**src/rtl/lsu_align.sv**
```systemverilog
// Load/store alignment unit: byte/half/word accesses at any byte address, word-crossing
// accesses split into two word accesses. Optional misalignment trap: LSU_MISALIGN_TRAP_EN.
module lsu_align #(
   parameter int ADDR_W = 32
) (
   input  logic              clk,
   input  logic              reset,
   input  logic              req_valid,
   output logic              req_ready,
   input  logic              req_we,
   input  logic [1:0]        req_size,
   input  logic              req_signed,
   input  logic [ADDR_W-1:0] req_addr,
   input  logic [31:0]       req_wdata,
   output logic              resp_valid,
   output logic [31:0]       resp_rdata,
   output logic              resp_err,
   output logic              mem_we,
   output logic [3:0]        mem_be,
   output logic [ADDR_W-1:0] mem_a,
   output logic [31:0]       mem_wd,
   input  logic [31:0]       mem_rd
);

   localparam logic [1:0] S_IDLE = 2'd0;
   localparam logic [1:0] S_ACC1 = 2'd1;
   localparam logic [1:0] S_ACC2 = 2'd2;
   localparam logic [1:0] S_RESP = 2'd3;

   logic [1:0]        state_q, state_d;
   logic              we_q, we_d;
   logic [1:0]        size_q, size_d;
   logic              sgn_q, sgn_d;
   logic              err_q, err_d;
   logic [ADDR_W-1:0] addr_q, addr_d;
   logic [31:0]       wdata_q, wdata_d;
   logic [31:0]       w0_q, w0_d;
   logic [31:0]       w1_q, w1_d;
   logic [31:0]       rdata_q, rdata_d;

   logic              mis;
   logic [3:0]        mask;
   logic [7:0]        lane;
   logic [63:0]       sdata;
   logic [31:0]       raw;
   logic [31:0]       load_data;
   logic [ADDR_W-1:0] word_a;
   logic [ADDR_W-1:0] next_a;

`ifdef LSU_MISALIGN_TRAP_EN
   assign mis = (req_size == 2'b01 && req_addr[0]) || (req_size[1] && req_addr[1:0] != 2'b00);
`else
   assign mis = 1'b0;
`endif

   assign word_a = {addr_q[ADDR_W-1:2], 2'b00};
   assign next_a = word_a + ADDR_W'(4);

   always_comb begin
      case (size_q)
         2'b00:   mask = 4'b0001;
         2'b01:   mask = 4'b0011;
         default: mask = 4'b1111;
      endcase
      lane  = {4'b0000, mask} << addr_q[1:0];
      sdata = {32'h0, wdata_q} << {addr_q[1:0], 3'b000};
      // W1 is zeroed in ACC1, so a skipped ACC2 contributes nothing here
      raw   = 32'({w1_q, w0_q} >> {addr_q[1:0], 3'b000});
      case (size_q)
         2'b00:   load_data = {{24{sgn_q & raw[7]}}, raw[7:0]};
         2'b01:   load_data = {{16{sgn_q & raw[15]}}, raw[15:0]};
         default: load_data = raw;
      endcase
      if (we_q || err_q) load_data = 32'h0;
   end

   always_comb begin
      state_d    = state_q;
      we_d       = we_q;
      size_d     = size_q;
      sgn_d      = sgn_q;
      err_d      = err_q;
      addr_d     = addr_q;
      wdata_d    = wdata_q;
      w0_d       = w0_q;
      w1_d       = w1_q;
      rdata_d    = rdata_q;
      req_ready  = 1'b0;
      resp_valid = 1'b0;
      mem_we     = 1'b0;
      mem_be     = 4'b0000;
      mem_a      = '0;
      mem_wd     = 32'h0;
      case (state_q)
         S_IDLE: begin
            req_ready = 1'b1;
            if (req_valid) begin
               we_d    = req_we;
               size_d  = req_size;
               sgn_d   = req_signed;
               addr_d  = req_addr;
               wdata_d = req_wdata;
               err_d   = mis;
               state_d = mis ? S_RESP : S_ACC1;
            end
         end
         S_ACC1: begin
            mem_a   = word_a;
            mem_be  = lane[3:0];
            mem_wd  = sdata[31:0];
            mem_we  = we_q;
            w0_d    = mem_rd;
            w1_d    = 32'h0;
            state_d = (lane[7:4] != 4'b0000) ? S_ACC2 : S_RESP;
         end
         S_ACC2: begin
            mem_a   = next_a;
            mem_be  = lane[7:4];
            mem_wd  = sdata[63:32];
            mem_we  = we_q;
            w1_d    = mem_rd;
            state_d = S_RESP;
         end
         default: begin
            resp_valid = 1'b1;
            rdata_d    = load_data;
            state_d    = S_IDLE;
         end
      endcase
   end

   // In RESP the fresh result is driven straight through; afterwards the captured copy holds
   assign resp_rdata = (state_q == S_RESP) ? load_data : rdata_q;
   assign resp_err   = (state_q == S_RESP) && err_q;

   always_ff @(posedge clk or posedge reset) begin
      if (reset) begin
         state_q <= S_IDLE;
         we_q    <= 1'b0;
         size_q  <= 2'b00;
         sgn_q   <= 1'b0;
         err_q   <= 1'b0;
         addr_q  <= '0;
         wdata_q <= 32'h0;
         w0_q    <= 32'h0;
         w1_q    <= 32'h0;
         rdata_q <= 32'h0;
      end else begin
         state_q <= state_d;
         we_q    <= we_d;
         size_q  <= size_d;
         sgn_q   <= sgn_d;
         err_q   <= err_d;
         addr_q  <= addr_d;
         wdata_q <= wdata_d;
         w0_q    <= w0_d;
         w1_q    <= w1_d;
         rdata_q <= rdata_d;
      end
   end

endmodule

```
**config.mk**
```make
export PLATFORM = sky130hd
export DESIGN_NAME = lsu_align
export DESIGN_NICKNAME = d
export VERILOG_FILES = /design/src/rtl/lsu_align.sv
export SDC_FILE = /design/constraint.sdc
export NUM_CORES = 1
export LEC_CHECK = 0
export BUFFER_PORTS_ARGS = -buffer_cell sky130_fd_sc_hd__clkbuf_2
export CORE_UTILIZATION = 45
export DETAILED_ROUTE_END_ITERATION = 7
export MAX_ROUTING_LAYER = met4
export PLACE_DENSITY = 0.71
export SLEW_MARGIN = 20
export SYNTH_ARGS = -nofsm -noshare
export SYNTH_HDL_FRONTEND = slang
export SYNTH_SLANG_ARGS = --single-unit
```
**constraint.sdc**
```tcl
create_clock -name clk -period 4.25 [get_ports clk]
set_input_delay 0.2125 -clock clk [delete_from_list [all_inputs] [get_ports clk]]
set_output_delay 0.2125 -clock clk [all_outputs]
set_load 0.01 [all_outputs]
```
# Word-level counts from Yosys, hierarchy flattened
# Cells that the tools add are included.
# W data, S select, Z words.
[word_totals] register_bits=166 input_bits=103
[classes] addsub=1 eq_ne=5 shift=3 muxes=14 bitwise=2 n_reduce_logical=7
[op_table] operator="$pmux W32 S2" count=4
[op_table] operator="$mux W32" count=2
[op_table] operator="$shl A32 B5 Y64" count=1
[op_table] operator="$shr A64 B5 Y32" count=1
[op_table] operator="$add A32 B3 Y32 const B" count=1
[op_table] operator="$pmux W4 S2" count=2
[op_table] operator="$shl A4 B2 Y8" count=1
[op_table] operator="$pmux W2 S3" count=1
[op_table] operator="$eq A2 B1 Y1 const B" count=2
[op_table] operator="$eq A2 B2 Y1 const B" count=2
[op_table] operator="$logic_not A2 Y1" count=2
[op_table] operator="$mux W1" count=4
[op_table] operator="$reduce_bool A4 Y1" count=1
[op_table] operator="$reduce_or A3 Y1" count=1
[op_table] operator="$and A1 B1 Y1" count=2
[op_table] operator="$mux W2" count=1
[op_table] operator="$ne A2 B2 Y1 const B" count=1
[op_table] operator="$reduce_and A2 Y1" count=1
[op_table] operator="$reduce_bool A2 Y1" count=1
[op_table] operator="$reduce_or A2 Y1" count=1

# Logic depth before layout (Yosys ltp)
# Gate-level depths: netlist (run 1).
[logic_depth] ltp_word=6 depth_mapped=9

# Least setup slack after synthesis (run 1)
# No wires, ideal clock.
[synth_path] path_type="register to output" start="reg state_q[0]" end="out mem_a[30]" t_arrival_ps=1959 t_required_ps=4038 path_slack_ps=2078 path_stages_with_launch=7 n_path_buf=2 cell_sequence="dfrtp_1 -> inv_1 -> ha_1 -> clkbuf_1 -> nand2_1 -> clkbuf_1 -> o41ai_1"
[synth_via] elab_chain_len=2
[synth_rtl] item="from (decl)" line_no="30" rtl="logic [1:0] state_q, state_d;"
[synth_rtl] item="from (signal assigned)" line_no="149" rtl="state_q <= state_d;"
[synth_rtl] item="$eq A2 B2 Y1 / $eq A2 B1 Y1 (equally long branches)" line_no="94" rtl="case (state_q)"
[synth_rtl] item="$pmux W32 S2 (*)" line_no="94"
[synth_rtl] item="to (decl)" line_no="20" rtl="output logic [ADDR_W-1:0] mem_a,"
# Mark *: on every way between the ends. The rest lies on a longest branch, timed or not.

# Worst setup path in the final report (run 1)
[layout_path] start="reg addr_q[0]" end="out resp_rdata[22]"
[layout_via] elab_chain_len=5
[layout_rtl] item="from (decl)" line_no="35" rtl="logic [ADDR_W-1:0] addr_q, addr_d;"
[layout_rtl] item="from (signal assigned)" line_no="154" rtl="addr_q <= addr_d;"
[layout_rtl] item="$shr A64 B5 Y32 (*)" line_no="68" rtl="raw = 32'({w1_q, w0_q} >> {addr_q[1:0], 3'b000});"
[layout_rtl] item="$and A1 B1 Y1 (on tied branches)" line_no="71, 70"
[layout_rtl] item="$pmux W32 S2 (*)" line_no="69" rtl="case (size_q)"
[layout_rtl] item="$mux W32 (*)" line_no="74" rtl="if (we_q || err_q) load_data = 32'h0;"
[layout_rtl] item="$mux W32 (*)" line_no="133" rtl="assign resp_rdata = (state_q == S_RESP) ? load_data : rdata_q;"
[layout_rtl] item="to (decl)" line_no="16" rtl="output logic [31:0] resp_rdata,"
# Marks and branches as above.

==> flow_summary.yaml, run 1 <==
clocking:
  clock_path_buffers: 2
  path_clk_slew_ns: 0.07
  cts-root-buf: "clkbuf_16"
  htreeDepth: 4
  cts_inserted_buffers: 17
  clock_latency_ns: 0.43
  post_cts_resized: 0
  cts.sinks: 158
  cts_tree: "done"
hold_path:
  hold_path.class: "input port to async pin"
drt:
  met2_length_um: 12200
  ant_nets: 0
  dr.max_layer_used: "met4"
  first_iter_violations: 536
  remaining_drc_errors: 0
  first_pass_iters: 6
  wirelength_um: 25500
  wl_met1_um: 11000
  vias_per_cell: 5.70
  wire_per_inst_um: 18.5
  vias: 7876
  wl_met3_um: 1810
run_status:
  violations: "hold timing"
  status: "complete, but fails checks"
die:
  rows: 52
  coreArea_mm2: 0.0202
  die_x_um: 146
  io_pins: 207
  die-area_mm2: 0.0212
  start_util_pct: 45.9
  die_h_um: 146
timing:
  period_share_pct: 76.8
  fin_skew_ns: 0.0155
  fmax_mhz: 306
  hold_slack_ns: -0.0461
  fin_crit_ns: 3.26
  worst_pin_slew_ns: 1.08
  fin_tns_setup_ns: 0
  hold_viol: 19
  grt_setup_unrepaired: "no"
  setup_viol_count_final: 0
  relSlewSlack_pct: 28.2
  maxSlewViolCount: 0
cells_and_area:
  post-route-util_pct: 55.3
  multi_input_area_mm2: 0.00480
  drive_above_1_share_pct: 36.8
  nFillCells: 1786
  syn2layout_area_growth_pct: 20.5
  layout.nets: 1206
  fin_cells: 1381
  seqCellArea_mm2: 0.00396
pwr:
  leakage_nw: 5.10
  pwr-share-clk_pct: 16.3
  switching_share_pct: 44.1
  intPower_mw: 5.24
  switchingPower_mw: 4.14
  total_power_mw: 9.38
  seqPwrFrac_pct: 32.1
  ir_drop_uv: 433
  combPwrFrac_pct: 51.6
  power_per_cell_area_mw_per_mm2: 839
global_route:
  grt.overflow.total: 0
  grt_pass1_vias: 7555
  grt_usage_pct: 25.3
  grt_pass1_wl_um: 40900
  antenna_found_initial: 1
  grt_max_degree: 159
synth:
  synthCells: 916
  synth_flop_cell: "dfrtp_1"
  async_flop_share_pct: 100
  post-synth-top-count-cell: "dfrtp_1"
  yosysWarnings: 0
  yosys_register_bits: 158
  synth.area.top_cells: "dfrtp_1, mux2_2, o21ai_0, mux2i_1, nand2_1"
  synth.top_cell.area_share_pct: 42.6
  synthTopCellsByCount: "dfrtp_1, mux2_2, o21ai_0"
  seq_area_frac_synth_pct: 42.6
  syn_area_mm2: 0.00928
  post-synth-top-area-cell: "dfrtp_1"
  ys_types: 52
  avgSynthCellArea_um2: 10.1
  synth_edf_count: 0
setup_path:
  worstSetupPathType: "flop to output port"
  start_kind: "flop"
  worst_ep_arrival_time_ns: 3.05
  worstPathRequired_ns: 4.04
  worst_setup_path_end_kind: "output port"
  worstPathMaxFanout: 49
place:
  dp_hpwl_um: 17600
  place_congestion: 0.888
  dpl.cell_count: 1330
  portBuffers: 203
job:
  drv_cap: 0
## kinds of logic after synthesis
| group | share of synthesized area (%) |
|---|---|
| adders and majority gates | 0.809 |
| DFF | 42.6 |
| other | 0.0404 |
| and+or+nand+nor | 11.9 |
| AOI/OAI and AO/OA | 14.4 |
| buffers and inverters | 5.81 |
| muxes | 24.4 |
## area by class of cell
| cell class | instances | area share [%] |
|---|---|---|
| Antenna cell | 1 | 0.0224 |
| Clock buffer | 17 | 3.80 |
| Clock inverter | 15 | 1.36 |
| Inverter | 54 | 1.85 |
| Multi-Input combinational cell | 633 | 42.9 |
| Sequential cell | 158 | 35.4 |
| Tap cell | 270 | 3.02 |
| Timing Repair Buffer | 233 | 11.6 |
## cells in the final DEF (no fill, tap or decap), types with 17 or more instances in the layout
| cell | Yosys | layout |
|---|---|---|
| clkbuf_2 | 1 | 203 |
| dfrtp_1 | 158 | 156 |
| mux2_2 | 133 | 133 |
| o21ai_0 | 86 | 86 |
| nand2_1 | 83 | 82 |
| inv_1 | 53 | 52 |
| nand3_1 | 45 | 45 |
| nor2_1 | 39 | 39 |
| mux2i_1 | 39 | 39 |
| o221ai_1 | 28 | 28 |
| a21oi_1 | 27 | 27 |
| dlygate4sd3_1 | 0 | 18 |
| clkbuf_16 | 0 | 17 |
## through the flow
step           instance area [um2]  worst slack, ns  hold slack (ns)
4_1_cts                      11100            0.985        0.0000999
5_1_grt                      11200            0.826         0.000501
2_1_floorplan                 9290             2.04            0.299
6_report                     11200            0.987          -0.0461
3_3_place_gp                 10400             1.57            0.441
3_5_place_dp                 10400             1.46            0.432
## flip-flops by register name, indices dropped and copies added (netlist names)
name and flops:
addr_q 32, rdata_q 32, w0_q 32, wdata_q 32
w1_q 24, size_q 2, state_q 2, sgn_q 1
we_q 1
## worst paths after layout
| path | slack, ns | from | end | cells after the start |
|---|---|---|---|---|
| max | 0.99 | addr_q[0] | resp_rdata[22] | 6 |
| min | -0.05 | reset | rdata_q[25] | 3 |
| max reg2reg | 1.70 | addr_q[0] | rdata_q[22] | 5 |
| min reg2reg | 0.50 | rdata_q[31] | rdata_q[31] | 2 |
| max in group asynchronous | 3.52 | reset | addr_q[1] | 3 |
| min in group clk | 0.01 | req_wdata[9] | wdata_q[9] | 2 |
## per-layer routing
layer  vias up  global-route usage [%]
met5         -                       -
met2       290                    39.6
met4         0                    8.00
met3        24                    6.27
met1      3873                    32.4
li1       3689                       -
## what timing repair did
action	CTS	global route
hold buffers	12	6
hold endpoints to repair	12	6
setup buffers	0	0
## power groups by stage
stage / Sequential, mW / Combinational (mW) / Clock, mW
after CTS: 2.99 / 4.86 / 1.55
after detailed placement: 3.02 / 4.82 / 0
after global placement: 2.98 / 4.75 / 0
final: 3.01 / 4.84 / 1.53
after global routing: 3.12 / 5.32 / 1.63
after floorplan: 2.66 / 3.70 / 0
## critical path: stages (launching register included)
cell and delay [ns]:
dfrtp_4 0.85, mux2i_1 0.24, mux4_2 0.54, nor4b_4 0.31, nand2_2 0.26, o221ai_1 0.19
clkbuf_2 0.18
Power figures use the tool's default switching activity.
==> run 2, diff against run 1 <==
Clock period 4.25 ns to 3 ns, I/O delays scaled along.
==> flow_summary.yaml, run 2 (synthesis gave the netlist of run 1 again) <==
run_status:
  status: "finished, final reports clean"
place:
  place_area_mm2: 0.0105
  portBuffers: 203
  dpl_worst_slack_ns: 0.585
  dp_hpwl_um: 18700
  place_congestion: 0.937
global_route:
  grt_util_met3_pct: 4.83
  met1_usage_pct: 34.7
  grt_max_degree: 129
  grt_pass1_wl_um: 44100
  antenna_found_initial: 0
  grt.overflow.total: 0
  use_met2_pct: 43.3
  busiest_layer: "met2"
  grt_usage_pct: 27.0
  grt_pass1_vias: 8317
drt:
  remaining_drc_errors: 0
  ant_nets: 0
  wirelength_um: 27300
  first_pass_iters: 5
  first_iter_violations: 591
  vias_per_cell: 5.69
  vias: 8420
  wire_per_inst_um: 18.4
setup_path:
  worst_setup_path_end_kind: "output port"
  start_kind: "flop"
  path_cells: "inv_2 -> nor2_1 -> a21oi_1 -> o21ai_0 -> clkbuf_2"
  critical_path.top_delay_family: "simple AND/OR/NAND/NOR gates"
  worstPathRequired_ns: 2.85
  slowest_stage: "nor2_1"
  critPathBufInv: 2
  slowest_delay_ns: 0.63
  worst_ep_arrival_time_ns: 2.67
  worstPathMaxFanout: 32
  worstSetupPathType: "flop to output port"
clocking:
  path_clk_slew_ns: 0.06
  htreeDepth: 4
  clock_path_buffers: 2
  cts.sinks: 158
  cts_tree: "done"
  clock_latency_ns: 0.43
  cts-root-buf: "clkbuf_16"
  cts_inserted_buffers: 17
die:
  die_h_um: 146
  start_util_pct: 45.9
  io_pins: 207
  rows: 52
  die-area_mm2: 0.0212
  coreArea_mm2: 0.0202
  die_x_um: 146
cells_and_area:
  final_common_cell: "clkbuf_2"
  layout_common_cells: "clkbuf_2, dfrtp_1, mux2_2"
  layout.nets: 1305
  syn2layout_area_growth_pct: 31.0
  design_area_mm2: 0.0122
  post-route-util_pct: 60.1
  drive_above_1_share_pct: 35.1
timing:
  setup_viol_count_final: 0
  fin_crit_ns: 2.82
  hold_slack_ns: 0.00185
  grt_setup_unrepaired: "no"
  fin_tns_setup_ns: 0
  fin_skew_ns: 0.0111
  period_share_pct: 93.9
  maxSlewViolCount: 0
  relSlewSlack_pct: 46.7
  hold_viol: 0
  fin_ws_ns: 0.184
  fmax_mhz: 355
  worst_pin_slew_ns: 0.800
job:
  drv_cap: 0
pwr:
  leakage_nw: 5.54
  ir_drop_uv: 527
  power_per_cell_area_mw_per_mm2: 1120
hold_path:
  hold_path.class: "input port to flop"
## run 2: final timing paths
kind | start | endpoint | slack (ns) | cells after the start
min in group asynchronous | reset | rdata_q[0] | 0.40 | 4
hold reg to reg | rdata_q[23] | rdata_q[23] | 0.51 | 2
setup reg to reg | addr_q[1] | state_q[0] | 0.78 | 6
max in group asynchronous | reset | addr_q[1] | 1.86 | 4
setup / recovery | addr_q[1] | mem_wd[22] | 0.18 | 5
hold / removal | mem_rd[23] | w1_q[23] | 0.002 | 3
## run 2: cell type report
cell class	instances	area [um2]
inverter	54	206
clock buffer	17	425
sequential	158	3960
timing repair buffer	332	2270
clock inverter	15	146
tap	270	338
multi-input combinational	633	4810
fill	1672	8080
antenna	1	2.50
## run 2: metal layers
| metal | routed length, um | vias to the layer above |
|---|---|---|
| li1 | - | 3895 |
| met1 | 11600 | 4127 |
| met2 | 13300 | 358 |
| met3 | 1870 | 40 |
| met4 | 563 | 0 |
| met5 | 0 | - |
## run 2: repair_timing
| item | CTS | global route |
|---|---|---|
| hold endpoints to repair | 280 | 0 |
| setup buffers | 0 | 3 |
| setup endpoints to repair | 0 | 11 |
| hold buffers | 101 | 0 |
| gates resized for setup | 0 | 2 |
## run 2: power breakdown
| group | switching (mW) | internal, mW |
|---|---|---|
| Clock | 0.972 | 1.17 |
| Sequential | 1.04 | 3.18 |
| Combinational | 3.98 | 3.28 |
## run 2: worst min-delay path, cell delays in order
cell       delay [ns]
clkbuf_2         0.11
nand2_1          0.07
o2bb2ai_1        0.05
## run 2: stage by stage
step / instances / total power [mW]
global route: 1479 / 14.5
global placement: 1343 / 11.1
finish: 1480 / 13.6
detailed placement: 1343 / 11.3
CTS: 1476 / 13.6
floorplan: 918 / 9.01
